<file path="src/rtl/alu_cmd_issuer.sv">
// alu_cmd_issuer: accepts tagged ALU commands, drives an attached ALU, waits
// ALU_LAT cycles, captures the result and returns it as a tagged response.
// Ports: clk/rst_n (sync, active-low); cmd_* valid/ready command channel;
// alu_* operands to and result/carry from the ALU; resp_* valid/ready response
// channel; busy, cmd_count (wrapping) and err_count (saturating) status.
module alu_cmd_issuer #(
  parameter int WIDTH   = 32,
  parameter int SHW     = 5,
  parameter int TAGW    = 4,
  parameter int ALU_LAT = 0,
  parameter int CNTW    = 16
) (
  input  logic             clk,
  input  logic             rst_n,
  input  logic             cmd_valid,
  output logic             cmd_ready,
  input  logic [3:0]       cmd_opcode,
  input  logic [WIDTH-1:0] cmd_a,
  input  logic [WIDTH-1:0] cmd_b,
  input  logic [SHW-1:0]   cmd_shift,
  input  logic [TAGW-1:0]  cmd_tag,
  output logic [3:0]       alu_opcode,
  output logic [WIDTH-1:0] alu_input1,
  output logic [WIDTH-1:0] alu_input2,
  output logic [SHW-1:0]   alu_shift,
  input  logic [WIDTH-1:0] alu_result,
  input  logic             alu_carry,
  output logic             resp_valid,
  input  logic             resp_ready,
  output logic [WIDTH-1:0] resp_result,
  output logic             resp_carry,
  output logic             resp_err,
  output logic [TAGW-1:0]  resp_tag,
  output logic             busy,
  output logic [CNTW-1:0]  cmd_count,
  output logic [CNTW-1:0]  err_count
);
  typedef enum logic [1:0] {IDLE, DRIVE, WAIT, RESP} state_t;
  // WAIT runs ALU_LAT-1 extra cycles after DRIVE so the sample lands ALU_LAT cycles after the operands settle
  localparam logic [3:0] LAT_M1 = ALU_LAT > 0 ? 4'(ALU_LAT - 1) : 4'd0;
  state_t           state_q, state_d;
  logic [3:0]       alu_opcode_q, alu_opcode_d, cnt_q, cnt_d;
  logic [WIDTH-1:0] alu_input1_q, alu_input1_d, alu_input2_q, alu_input2_d;
  logic [SHW-1:0]   alu_shift_q, alu_shift_d;
  logic [TAGW-1:0]  tag_q, tag_d, resp_tag_q, resp_tag_d;
  logic [WIDTH-1:0] resp_result_q, resp_result_d;
  logic             resp_carry_q, resp_carry_d, resp_err_q, resp_err_d, sample;
  logic [CNTW-1:0]  cmd_count_q, cmd_count_d, err_count_q, err_count_d;
  always_ff @(posedge clk) begin
    if (!rst_n) begin
      state_q       <= IDLE;
      alu_opcode_q  <= '0;
      alu_input1_q  <= '0;
      alu_input2_q  <= '0;
      alu_shift_q   <= '0;
      cnt_q         <= '0;
      tag_q         <= '0;
      resp_result_q <= '0;
      resp_carry_q  <= 1'b0;
      resp_err_q    <= 1'b0;
      resp_tag_q    <= '0;
      cmd_count_q   <= '0;
      err_count_q   <= '0;
    end else begin
      state_q       <= state_d;
      alu_opcode_q  <= alu_opcode_d;
      alu_input1_q  <= alu_input1_d;
      alu_input2_q  <= alu_input2_d;
      alu_shift_q   <= alu_shift_d;
      cnt_q         <= cnt_d;
      tag_q         <= tag_d;
      resp_result_q <= resp_result_d;
      resp_carry_q  <= resp_carry_d;
      resp_err_q    <= resp_err_d;
      resp_tag_q    <= resp_tag_d;
      cmd_count_q   <= cmd_count_d;
      err_count_q   <= err_count_d;
    end
  end
  always_comb begin
    state_d       = state_q;
    alu_opcode_d  = alu_opcode_q;
    alu_input1_d  = alu_input1_q;
    alu_input2_d  = alu_input2_q;
    alu_shift_d   = alu_shift_q;
    cnt_d         = cnt_q;
    tag_d         = tag_q;
    resp_result_d = resp_result_q;
    resp_carry_d  = resp_carry_q;
    resp_err_d    = resp_err_q;
    resp_tag_d    = resp_tag_q;
    cmd_count_d   = cmd_count_q;
    err_count_d   = err_count_q;
    sample        = (state_q == DRIVE && ALU_LAT == 0) || (state_q == WAIT && cnt_q == 4'd0);
    case (state_q)
      IDLE: if (cmd_valid) begin
        cmd_count_d = cmd_count_q + 1'b1;
        tag_d       = cmd_tag;
        if (cmd_opcode < 4'd6) begin
          alu_opcode_d = cmd_opcode;
          alu_input1_d = cmd_a;
          alu_input2_d = cmd_b;
          alu_shift_d  = cmd_shift;
          state_d      = DRIVE;
        end else begin
          // illegal opcode: ALU untouched, error response ready next cycle
          resp_result_d = '0;
          resp_carry_d  = 1'b0;
          resp_err_d    = 1'b1;
          resp_tag_d    = cmd_tag;
          err_count_d   = &err_count_q ? err_count_q : err_count_q + 1'b1;
          state_d       = RESP;
        end
      end
      DRIVE: begin
        cnt_d   = LAT_M1;
        state_d = ALU_LAT == 0 ? RESP : WAIT;
      end
      WAIT: begin
        cnt_d   = cnt_q - 1'b1;
        state_d = cnt_q == 4'd0 ? RESP : WAIT;
      end
      RESP: state_d = resp_ready ? IDLE : RESP;
    endcase
    if (sample) begin
      resp_result_d = alu_result;
      // carry is only meaningful for ADD; other ops may leave garbage on it
      resp_carry_d  = alu_opcode_q == 4'd4 && alu_carry;
      resp_err_d    = 1'b0;
      resp_tag_d    = tag_q;
    end
  end
  assign cmd_ready   = state_q == IDLE;
  assign resp_valid  = state_q == RESP;
  assign busy        = state_q != IDLE;
  assign alu_opcode  = alu_opcode_q;
  assign alu_input1  = alu_input1_q;
  assign alu_input2  = alu_input2_q;
  assign alu_shift   = alu_shift_q;
  assign resp_result = resp_result_q;
  assign resp_carry  = resp_carry_q;
  assign resp_err    = resp_err_q;
  assign resp_tag    = resp_tag_q;
  assign cmd_count   = cmd_count_q;
  assign err_count   = err_count_q;
endmodule

</file>
<file path="config.mk">
export PLATFORM = sky130hd
export DESIGN_NAME = alu_cmd_issuer
export DESIGN_NICKNAME = d
export VERILOG_FILES = /design/src/rtl/alu_cmd_issuer.sv
export SDC_FILE = /design/constraint.sdc
export NUM_CORES = 1
export LEC_CHECK = 0
export ABC_AREA = 1
export CAP_MARGIN = 20
export CORE_MARGIN = 2
export CORE_UTILIZATION = 46
export DETAILED_ROUTE_END_ITERATION = 10
export GPL_TIMING_DRIVEN = 0
export HOLD_SLACK_MARGIN = 0.15
export PLACE_DENSITY = 0.86
export REMOVE_ABC_BUFFERS = 1
export SYNTH_ARGS = -nofsm -noshare
export SYNTH_HDL_FRONTEND = slang
export SYNTH_SLANG_ARGS = --single-unit
</file>
<file path="constraint.sdc">
create_clock -name clk -period 3.8 [get_ports clk]
set_input_delay 0.57 -clock clk [delete_from_list [all_inputs] [get_ports clk]]
set_output_delay 0.57 -clock clk [all_outputs]
set_load 0.03 [all_outputs]
</file>
==> flow_summary.ini, run 1 <==
[placement]
hpwl_um = 12500
dp_cells = 1224
place_area_sq_um = 8790
port_buffers = 259
gp_congestion = 0.898

[synth]
ys_seq_area_share_pct = 50.3
netlist_area_sq_um = 6090
ys.warnings.count = 0
avgSynthCellArea_sq_um = 7.38
yosys.area.top_type_share_pct = 50.3
yosysTopAreaCell = dfxtp_1
synthesis.instances = 825
ys_ff_latch = 153
netlist-cell-type-count = 31
synth_area_leaders = dfxtp_1, nor2_1, nand2_1, o21ai_0, a21oi_1

[clocking]
clockBufferDepth = 2
cts_hold_buffers = 0
cts_tree = done
cts_resized = 0
cts_root_buf = clkbuf_16
cts_setup_buffers = 0
h-tree-depth = 4
clock_sinks = 153
clk_pin_slew_ns = 0.06
numCtsBuffers = 17
clk_latency_ns = 0.42

[layout]
antenna_cells = 0
final_net_count = 1190
layout.cells.non_filler = 1255
final_common_cell = clkdlybuf4s50_1
layout_common_cells = clkdlybuf4s50_1, nor2_1, dfxtp_1
fillers = 996
drive_gt1_share_pct = 4.91
final_area_sq_um = 9380
area_delta_synth_final_pct = 54.0

[global_routing]
first_global_vias = 5915
grt_pass1_wl_um = 28400
gr-total-overflow = 0
grt_antenna_before_repair = 0
grt_max_degree = 106
grt_use_total_pct = 25.0

[critical_path]
slowest_stage = clkdlybuf4s50_1
worst-path-max-fanout = 6
criticalPathCategory = flip-flop to primary output
arrival_ns = 1.98
crit_required_ns = 3.23
crit_path_end_kind = primary output
worstPathCellList = inv_1, ha_1, inv_1, clkdlybuf4s50_1
path_common_cell = inv_1
cpPeakStageDelay_ns = 0.68
start_kind = flip-flop

[routing]
final_antenna_net_count = 0
remaining_drc_errors = 0
first_pass_iters = 5
drt-total-wl_um = 17800
routed_via_density = 4.98
wl_per_cell_um = 14.2
dr.first_iter.drc_count = 412
num_vias = 6248

[sta]
hold_violations = 0
fin_crit_ns = 2.55
setup_viol_count_final = 0
slew_headroom_pct = 37.3
period_share_pct = 67.1
worst_pin_slew_ns = 0.941
rsz0062_at_grt = no
timing.fmax_mhz = 392
fin_worst_skew_ns = 0.00907
slew_violations = 0

[power_and_ir_drop]
p_per_area_nw_per_um2 = 621
p_leak_nw = 3.67
ir_drop_mv = 0.319

[flow_run]
max_cap_violations = 0

[floorplanning]
chipWidth_um = 119
start_util_pct = 46.6
core_area_sq_um = 13100
num_rows = 42
io_pins = 260
die_h_um = 119
dieArea_sq_um = 14200

[run_status]
status = completed

[hold_path]
hold_class = flip-flop to flip-flop
==> layout make-up <==
class / count / area (sq um) / share of cell area, %
multi-input combinational: 585 / 2670 / 28.4
sequential: 153 / 3060 / 32.6
tap: 176 / 220 / 2.35
inverter: 48 / 181 / 1.93
timing repair buffer: 262 / 2660 / 28.3
clock buffer: 20 / 447 / 4.76
clock inverter: 11 / 149 / 1.59
==> synth_stat cells <==
cell type and instances:
o21ai_4 1, nand3_2 4, clkbuf_1 28, nand4_1 9
nor3_4 1, nand2_4 2, nor2_4 1, a211oi_1 2
nand2_2 3, nor4_1 1, xor2_1 2, nand3_1 26
clkinv_2 1, a21oi_1 62, nor3b_1 1, dfxtp_1 153
o31ai_1 1, inv_1 43, nor2_2 3, o21bai_1 1
o21ai_0 92, nor2_1 210, buf_6 3, a31oi_1 2
buf_2 5, nand2_1 141, nor3_1 10, and3_1 1
buf_4 3, ha_1 9, inv_2 4
==> per-layer routing <==
metal | vias to the layer above | global-route usage [%] | share of wire, % | wire length, um
met5 | - | 0 | 0 | 0
met2 | 255 | 43.2 | 48 | 8480
met4 | 0 | 6.70 | 1.3 | 229
met1 | 2838 | 27.5 | 40 | 7160
met3 | 18 | 11.7 | 11 | 1920
li1 | 3137 | - | - | -
==> power breakdown <==
part / switching, W / leakage [nW] / internal [W] / total (W)
Combinational: 0.00129 / 2.14 / 0.000803 / 0.00209
Clock: 0.000653 / 0.282 / 0.00105 / 0.00170
Sequential: 0.000155 / 1.25 / 0.00188 / 0.00203
Total: 0.00210 / 3.67 / 0.00373 / 0.00583
==> worst max-delay path: cells and delay by family, from the launching register on <==
family | cells | cell delay (ns)
buf+inv | 3 | 0.89
flops | 1 | 0.42
fa+ha+maj | 1 | 0.26
==> cell families (layout without fill, tap and decap cells) <==
family / count (synthesis) / count (layout) / synth area share, %
AOI/OAI and AO/OA: 161 / 161 / 13.6
xor gates and xnor gates: 2 / 2 / 0.288
adders and majority gates: 9 / 9 / 1.85
buffers and inverters: 87 / 341 / 6.04
DFF: 153 / 153 / 50.3
and+or+nand+nor: 413 / 413 / 27.9
==> registers in the layout, summed over array words and instances, names as in the netlist, 5 cells and up <==
signal	count
alu_input1	32
cmd_count	16
err_count	16
alu_shift	5
alu_input2	32
resp_result	32
==> per-stage QoR <==
| step | utilization, % | power, W | hold slack, ns | setup TNS [ns] | setup slack, ns |
|---|---|---|---|---|---|
| finish | 71.7 | 0.00583 | 0.460 | 0 | 1.25 |
| global route | 71.7 | 0.00614 | 0.480 | 0 | 1.00 |
| CTS | 71.7 | 0.00586 | 0.461 | 0 | 1.24 |
| detailed placement | 67.2 | 0.00416 | 0.452 | 0 | 0.906 |
| global placement | 66.6 | 0.00408 | 0.448 | -149.72 | -1.39 |
| floorplan | - | 0.00324 | 0.455 | 0 | 0.419 |
==> final timing paths <==
kind	from	end	slack, ns	cells after the start
worst min register to register	resp_result[19]$_SDFFE_PN0P_	resp_result[19]$_SDFFE_PN0P_	0.46	2
worst max register to register	state_q[1]$_SDFFE_PN0P_	alu_input1[5]$_SDFFE_PN0P_	1.29	8
worst max-delay path	state_q[1]$_SDFFE_PN0P_	busy	1.25	4
worst min-delay path	resp_result[19]$_SDFFE_PN0P_	resp_result[19]$_SDFFE_PN0P_	0.46	2
No activity file was read; power rests on OpenSTA's default activity.
==> run 2: changes to the inputs <==
CORE_UTILIZATION = 43   (was 46)
PLACE_DENSITY = 0.81   (was 0.86)
clock period = 2.5 ns   (was 3.8 ns; I/O delays follow)
==> flow_summary.ini, run 2 (synthesis results as in run 1) <==
[routing]
dr.first_iter.drc_count = 380
wl_per_cell_um = 14.8
first_pass_iters = 5
num_vias = 6232
routed_via_density = 4.94
remaining_drc_errors = 0
drt-total-wl_um = 18600
final_antenna_net_count = 0

[power_and_ir_drop]
ir_drop_mv = 0.522
finalPower_w = 0.00874
p_per_area_nw_per_um2 = 930
p_leak_nw = 3.68

[placement]
gp_congestion = 0.853
place_area_sq_um = 8810
hpwl_um = 13000
port_buffers = 259
dp_slack_ns = -0.444

[run_status]
status = completed

[critical_path]
worst-path-max-fanout = 6
worstPathCellList = inv_1, ha_1, inv_1, clkdlybuf4s50_1
reg2reg_slack_ns = 0.22
cpPeakStageDelay_ns = 0.67
slowest_stage = clkdlybuf4s50_1
path_common_cell = inv_1
crit_path_end_kind = primary output
crit_required_ns = 2.12
cp.buffers_inverters = 3
cp_top_family = buffers and inverters
r2r-start = state_q[1]$_SDFFE_PN0P_
cp-endpoint = busy
crit_cells = 4
arrival_ns = 1.99
r2r_end = err_count[15]$_SDFFE_PN0P_
start_kind = flip-flop
criticalPathCategory = flip-flop to primary output
startpoint = state_q[1]$_SDFFE_PN0P_
reg2reg_depth = 10

[clocking]
clockBufferDepth = 2
cts_tree = done
h-tree-depth = 4
clk_pin_slew_ns = 0.06
numCtsBuffers = 17
clk_latency_ns = 0.42
cts_root_buf = clkbuf_16
clock_sinks = 153
cts_hold_buffers = 0

[global_routing]
gr-total-overflow = 0
grt_pass1_wl_um = 28800
grt_use_total_pct = 24.5
first_global_vias = 5865
grt_max_degree = 60
grt_antenna_before_repair = 0

[sta]
fin_ws_ns = 0.138
fin_worst_skew_ns = 0.00846
rsz0062_at_grt = no
slew_headroom_pct = 43.3
fin_crit_ns = 2.36
hold_violations = 0
timing.fmax_mhz = 423
worst_pin_slew_ns = 0.849
setup_viol_count_final = 0
period_share_pct = 94.5
slew_violations = 0

[layout]
final_util_pct = 67.7
fillers = 1147
final_common_cell = clkdlybuf4s50_1
area.sequential_sq_um = 3060
final_area_sq_um = 9390
multiInputGateArea_sq_um = 2670
area_delta_synth_final_pct = 54.2
final_net_count = 1193
layout_common_cells = clkdlybuf4s50_1, nor2_1, dfxtp_1
drive_gt1_share_pct = 5.08
antenna_cells = 0

[flow_run]
max_cap_violations = 0

[floorplanning]
chipWidth_um = 123
start_util_pct = 43.9
io_pins = 260
dieArea_sq_um = 15100
die_h_um = 123
num_rows = 43
core_area_sq_um = 13900

[hold_path]
hold_class = input pin to flip-flop
## run 2: cell types whose count changed in the layout (fill, tap and decap cells not counted), moves of 2 or more
| cell | before | now |
|---|---|---|
| bufinv_16 | 3 | 1 |
| clkbuf_8 | 1 | 4 |
| clkinv_2 | 3 | 5 |
| clkinvlp_4 | 3 | 0 |
## run 2: worst min path at each step
stage	cells past startpoint	slack, ns	from	to
2_1_floorplan	2	0.46	tag_q[0]$_SDFFE_PN0P_	tag_q[0]$_SDFFE_PN0P_
3_3_place_gp	2	0.45	alu_opcode[3]$_SDFFE_PN0P_	alu_opcode[3]$_SDFFE_PN0P_
3_5_place_dp	2	0.45	alu_opcode[3]$_SDFFE_PN0P_	alu_opcode[3]$_SDFFE_PN0P_
4_1_cts	3	0.39	rst_n	err_count[4]$_SDFFE_PN0P_
5_1_grt	3	0.41	rst_n	err_count[0]$_SDFFE_PN0P_
6_report	3	0.40	rst_n	err_count[3]$_SDFFE_PN0P_
## run 2: worst reg2reg max path, stage by stage (launching register included)
cell,delay (ns)
dfxtp_1,0.43
inv_1,0.11
ha_1,0.27
nand2_2,0.31
inv_2,0.17
nand2_2,0.14
clkinv_2,0.12
o21ai_4,0.15
nand2_4,0.22
a21oi_1,0.19
nor2_1,0.06
## run 2: power by group
part	internal [W]	switching, W	leakage [nW]
Clock	0.00147	0.000972	0.280
Combinational	0.00123	0.00198	2.15
Sequential	0.00286	0.000232	1.25
Total	0.00556	0.00318	3.68
## run 2: area by class of cell
class                           count  area share [%]
Sequential cell                   153            32.6
Timing Repair Buffer              264            28.6
Multi-Input combinational cell    586            28.5
Clock buffer                       24            5.24
Tap cell                          180            2.40
Inverter                           48            1.99
Clock inverter                      7           0.719
## run 2: layer usage
layer / GRT usage (%) / vias up / share of wire, %
met3: 11.9 / 19 / 11
met1: 26.9 / 2834 / 40
met4: 7.46 / 0 / 1.3
met2: 41.8 / 230 / 48
met5: 0 / - / 0
li1: - / 3149 / -
## run 2: per-stage QoR
step	hold WS, ns	TNS (ns)	instances
floorplan	0.455	-54.46	786
global placement	0.445	-334.12	1225
detailed placement	0.446	-18.97	1229
CTS	0.387	0	1262
global route	0.409	0	1262
finish	0.400	0	1262
## run 2: what timing repair did
item	in CTS	in global routing
pin swaps	1	0
gates resized for setup	1	1
cloned	1	0
buffers inserted	1	0
endpoints found under the setup margin	37	27
==> edit 1, RTL diff (flow settings as in run 1) <==
Encoding of `state_t`: now one-hot (4 bits for 4 states).
--- a/src/rtl/alu_cmd_issuer.sv
+++ b/src/rtl/alu_cmd_issuer.sv
@@ -37,3 +37,3 @@
 );
-  typedef enum logic [1:0] {IDLE, DRIVE, WAIT, RESP} state_t;
+  typedef enum logic [3:0] {IDLE = 4'b0001, DRIVE = 4'b0010, WAIT = 4'b0100, RESP = 4'b1000} state_t;
   // WAIT runs ALU_LAT-1 extra cycles after DRIVE so the sample lands ALU_LAT cycles after the operands settle
Behaviour: no difference found for any inputs over 4 cycles, from zero or initial values and one cycle with rst_n low; so few cycles prove little.
==> edit 1 against run 1 <==
  * Sequential share of layout area up 0.60 points
  * Sequential cell count up 2
  * Register-to-register slack worse by 140 ps
  * Design area down 0.51%
  * Clock skew down 0.86 ps
  * Wire length up 0.60%
  * Area after synthesis up 1.0%
  * Fmax down 14%
  * Setup slack worse by 410 ps
  * Critical endpoint is now alu_input2[18]$_SDFFE_PN0P_
  * Largest cell class unchanged
Power is not compared: it rests on default switching activity, and its combinational part moved more than twofold at a synthesized area within 25%.
==> edit 1: results (changes against run 1) <==
| Metric | Value |
|---|---|
| Filler Cell Count | 1017 (+2.1%) |
| Clock Skew | 8.21 ps (-0.859 ps) |
| Yosys top cell area share | 0.504 (+0.00150) |
| Largest net degree at the start of global routing | 102 (-3.8%) |
| Most instantiated cells after synthesis | nor2_1 (210), nand2_1 (157), dfxtp_1 (155) |
| Cell Area, Placed | 8800 um2 (+0.14%) |
| Total GRT Usage | 0.248 (-0.00215) |
| FF+latch area | 3100 um2 (+1.3%) |
| Library cells used by synthesis | 29 (-6.5%) |
| Vias in the first global route | 5916 (+0.017%) |
| Arrival @ worst endpoint | 3260 ps (+1280 ps) |
| Final net count | 1198 (+0.67%) |
| Pre-CTS setup slack | 369 ps (-537 ps) |
| Crit path largest cell delay | 590 ps (-90 ps) |
| HPWL after detailed placement | 12000 um (-3.9%) |
| 1st-pass router iterations | 4 (-1) |
| Worst-path fanout max | 42 (+36) |
| Run status | completed |
| Routability cong. | 0.844 (-5.9%) |
| Synth area leaders | dfxtp_1 (50%), nor2_1 (13%), nand2_1 (9.6%), o21ai_0 (7.2%), a21oi_1 (4.9%) |
| Routed vias | 6347 (+1.6%) |
| Crit-path slowest cell | nor2_4 |
| First-pass GRT wire length | 28500 um (+0.32%) |
| Detailed router's first-iteration violation count | 297 (-28%) |
| Worst-Margin Slew | 979 ps (+38.4 ps) |
| Share of layout cells above drive strength 1 | 0.0394 (-0.00971) |
-- edit 1: changes by cell type after synthesis, moves of 4 or more --
cell / run 1 / this run
clkbuf_1: 28 / 24
ha_1: 9 / 4
nand3_2: 4 / 0
buf_2: 5 / 11
nand3_1: 26 / 31
nand2_1: 141 / 157
-- edit 1: through the flow --
stage	std cells	hold WS [ps]	total power, uW
2_1_floorplan	800	422	2320
3_3_place_gp	1235	438	2770
3_5_place_dp	1237	447	2780
4_1_cts	1267	456	4340
5_1_grt	1267	481	4490
6_report	1267	452	4310
-- edit 1: power groups by stage --
| stage | combinational (uW) | sequential, uW | clock, uW |
|---|---|---|---|
| 3_3_place_gp | 926 | 1840 | 0 |
| 3_5_place_dp | 936 | 1840 | 0 |
| 2_1_floorplan | 272 | 2050 | 0 |
| 4_1_cts | 944 | 1810 | 1590 |
| 5_1_grt | 1010 | 1830 | 1660 |
| 6_report | 938 | 1810 | 1560 |
-- edit 1: path summary, 6_finish.rpt --
check                           from                     endpoint  slack [ps]  depth (start not counted)
min reg2reg    tag_q[0]$_SDFFE_PN0P_        tag_q[0]$_SDFFE_PN0P_         450                          2
max                    cmd_opcode[1]  alu_input2[18]$_SDFFE_PN0P_         850                          9
min            tag_q[0]$_SDFFE_PN0P_        tag_q[0]$_SDFFE_PN0P_         450                          2
max reg2reg  state_q[2]$_SDFFE_PN0P_  alu_input2[18]$_SDFFE_PN0P_        1150                          8
-- edit 1: area by class of cell --
class	instances	share of cell area
flip-flops and latches	155	0.332
multi-input cells	599	0.287
repair buffers	261	0.282
clock buffers	22	0.0497
well taps	176	0.0236
inverters	46	0.0185
clock inverters	8	0.00764
-- edit 1: kinds of logic after synthesis --
kind of cell,count (synthesis),synth area share
AND/OR/NAND/NOR,434,0.290
flip-flops,155,0.504
AO/OA/AOI/OAI,154,0.127
buffers and inverters,89,0.0610
XOR/XNOR,7,0.00996
adder cells (fa/ha/maj),4,0.00813
-- edit 1: worst register-to-register path: stages, from the launching register on --
cell     delay [ps]
dfxtp_1         360
nor2_4          140
nand4_4         300
nor2_4          670
buf_12          270
inv_2           280
buf_12          280
nor2_1          170
nor2_1           70
-- edit 1: routing by layer --
metal	GRT usage	up-vias	wire length [um]
met5	0	-	0
met2	0.413	230	8590
met1	0.288	2921	7340
met3	0.105	18	1740
met4	0.0801	0	234
li1	-	3178	-
==> edit 2, RTL diff (flow settings as in run 1) <==
Made on the original files. `TAGW`: 4 -> 8.
--- a/src/rtl/alu_cmd_issuer.sv
+++ b/src/rtl/alu_cmd_issuer.sv
@@ -8,3 +8,3 @@
   parameter int SHW     = 5,
-  parameter int TAGW    = 4,
+  parameter int TAGW    = 8,
   parameter int ALU_LAT = 0,
Ports: changed (resized cmd_tag and resp_tag); port bits go from 260 to 268. The function was not compared with the original's and may differ.
==> edit 2 against run 1 <==
  * Clock skew barely moved
  * Highest routed layer unchanged
  * Sequential cell count rose by 8
  * Area after synthesis rose by 4.6%
  * Cell count rose by 3.2%
  * Power rose by 8.0%
  * Setup slack got worse by 12 ps
  * Design area rose by 4.5%
  * Wire length rose by 6.4%
==> edit 2: results (changes against run 1) <==
| Metric | Value |
|---|---|
| Run status | completed |
| CTS resizes | 0 (unchanged) |
| Sequential area share after synthesis | 0.506 (+0.00322) |
| R2R setup slack | 1250 ps (-40 ps) |
| Yosys warning total | 0 (unchanged) |
| Routed Antenna Nets | 0 (unchanged) |
| Share of layout cells above drive strength 1 | 0.0492 (about the same) |
| Port buffer count | 267 (+3.1%) |
| Final net count | 1235 (+3.8%) |
| Worst-Margin Slew | 821 ps (-120 ps) |
| R2R depth | 9 (+1) |
| Synth area leaders | dfxtp_1 (51%), nor2_1 (13%), nand2_1 (8.5%), o21ai_0 (6.6%), a21oi_1 (4.9%) |
| DR WL/cell | 14.6 um (+3.1%) |
| Crit-path slowest cell | clkdlybuf4s50_1 |
| CTS Buffer Depth | 2 (unchanged) |
| Sequential share of cell area | 0.329 (+0.00225) |
| Inverter count | 46 (-4.2%) |
| CP delay by family, top | buffers and inverters |
| Clk slew on worst S/H paths | 60 ps (about the same) |
| Routability cong. | 0.830 (-7.6%) |
| Static Leak | 0.00386 uW (+5.3%) |
| Worst-path fanout max | 6 (unchanged) |
| Hold Path End | alu_opcode[3]$_SDFFE_PN0P_ |
| First-pass GRT wire length | 30100 um (+5.8%) |
| Non-clk bufs | 272 (+3.8%) |
| Multi-input combinational area share | 0.283 (-0.00103) |
| Vias in the first global route | 6236 (+5.4%) |
| Diode count | 0 (unchanged) |
| Clk cell area share | 0.0633 (-0.000185) |
| Worst vdd ir | 309 uV (-3.0%) |
| Clk power | 1810 uW (+6%) |
| Pre-CTS setup slack | 954 ps (+47.6 ps) |
| Seq group | 2170 uW (+7%) |
| Sw Pwr | 2250 uW (+7.0%) |
| Total GRT Usage | 0.259 (+0.00898) |
| Clock buffer count | 25 (+25%) |
| H-Tree Depth | 4 (unchanged) |
| Hold wc startpoint | alu_opcode[3]$_SDFFE_PN0P_ |
| Library cells used by synthesis | 33 (+6.5%) |
| FF-to-FF End | resp_result[8]$_SDFFE_PN0P_ |
| Detailed router's first-iteration violation count | 381 (-7.5%) |
| CTS sink cnt | 161 (+5.2%) |
| Signal buffers share of area | 0.285 (+0.00157) |
| Count of multi-input gates | 610 (+4.3%) |
| Antenna violations before repair | 0 (unchanged) |
| Largest net degree at the start of global routing | 68 (-36%) |
| Filler Cell Count | 1055 (+5.9%) |
| Hold Crit Class | flip-flop to flip-flop |
| Routed vias | 6459 (+3.4%) |
| Post-CTS setup repair buffer count | 0 (unchanged) |
| Skew-Pair Late Insertion Delay | 430 ps |
| HPWL after detailed placement | 13200 um (+5.9%) |
| Power Density | 642 nW/um2 (+3.3%) |
| Async S/R FF share, synth | 0 (unchanged) |
| Most instantiated cells after synthesis | nor2_1 (221), dfxtp_1 (161), nand2_1 (144) |
| Clock Skew | 8.85 ps (-0.219 ps) |
| Arrival @ worst endpoint | a little under 2000 ps |
| 1st-pass router iterations | 5 (unchanged) |
| Hold Crit Depth | 2 (unchanged) |
edit 2: tightest hold or removal path: cells and delay by family (launching register included):
kind          cells  cell delay, ps
simple gates      2              90
flops             1             320
edit 2: routing by layer:
metal | up-vias | GRT usage | share of wire
met5 | - | 0 | 0
met4 | 0 | 0.109 | 0.024
met3 | 34 | 0.125 | 0.11
met2 | 248 | 0.434 | 0.47
met1 | 2924 | 0.279 | 0.39
li1 | 3253 | - | -
edit 2: worst max path at each step:
stage | startpoint | end | slack [ps] | cells past startpoint
3_5_place_dp | cmd_valid | resp_result[17]$_SDFFE_PN0P_ | 950 | 8
2_1_floorplan | state_q[0]$_SDFFE_PN0P_ | alu_opcode[2]$_SDFFE_PN0P_ | 1020 | 7
3_3_place_gp | rst_n | cmd_count[8]$_SDFFE_PN0P_ | -2430 | 3
4_1_cts | state_q[1]$_SDFFE_PN0P_ | busy | 1220 | 4
6_report | state_q[1]$_SDFFE_PN0P_ | busy | 1240 | 4
5_1_grt | state_q[1]$_SDFFE_PN0P_ | resp_result[14]$_SDFFE_PN0P_ | 1020 | 9
edit 2: through the flow:
stage / instances / cell area, um2 / hold slack [ps] / setup TNS [ps] / utilization
finish: 1295 / 9810 / 449 / 0 / 0.732
global route: 1295 / 9810 / 471 / 0 / 0.732
CTS: 1295 / 9810 / 450 / 0 / 0.732
detailed placement: 1265 / 9190 / 443 / 0 / 0.686
global placement: 1260 / 9070 / 441 / -143800 / 0.677
floorplan: 817 / 6170 / 455 / 0 / -
edit 2: cell families (layout without fill, tap and decap cells):
family | Yosys count | count (layout) | share of synthesized area
buf+inv | 89 | 348 | 0.0581
xor+xnor | 2 | 2 | 0.00275
simple gates | 431 | 431 | 0.280
flops | 161 | 161 | 0.506
fa+ha+maj | 9 | 9 | 0.0177
compound gates | 168 | 168 | 0.136
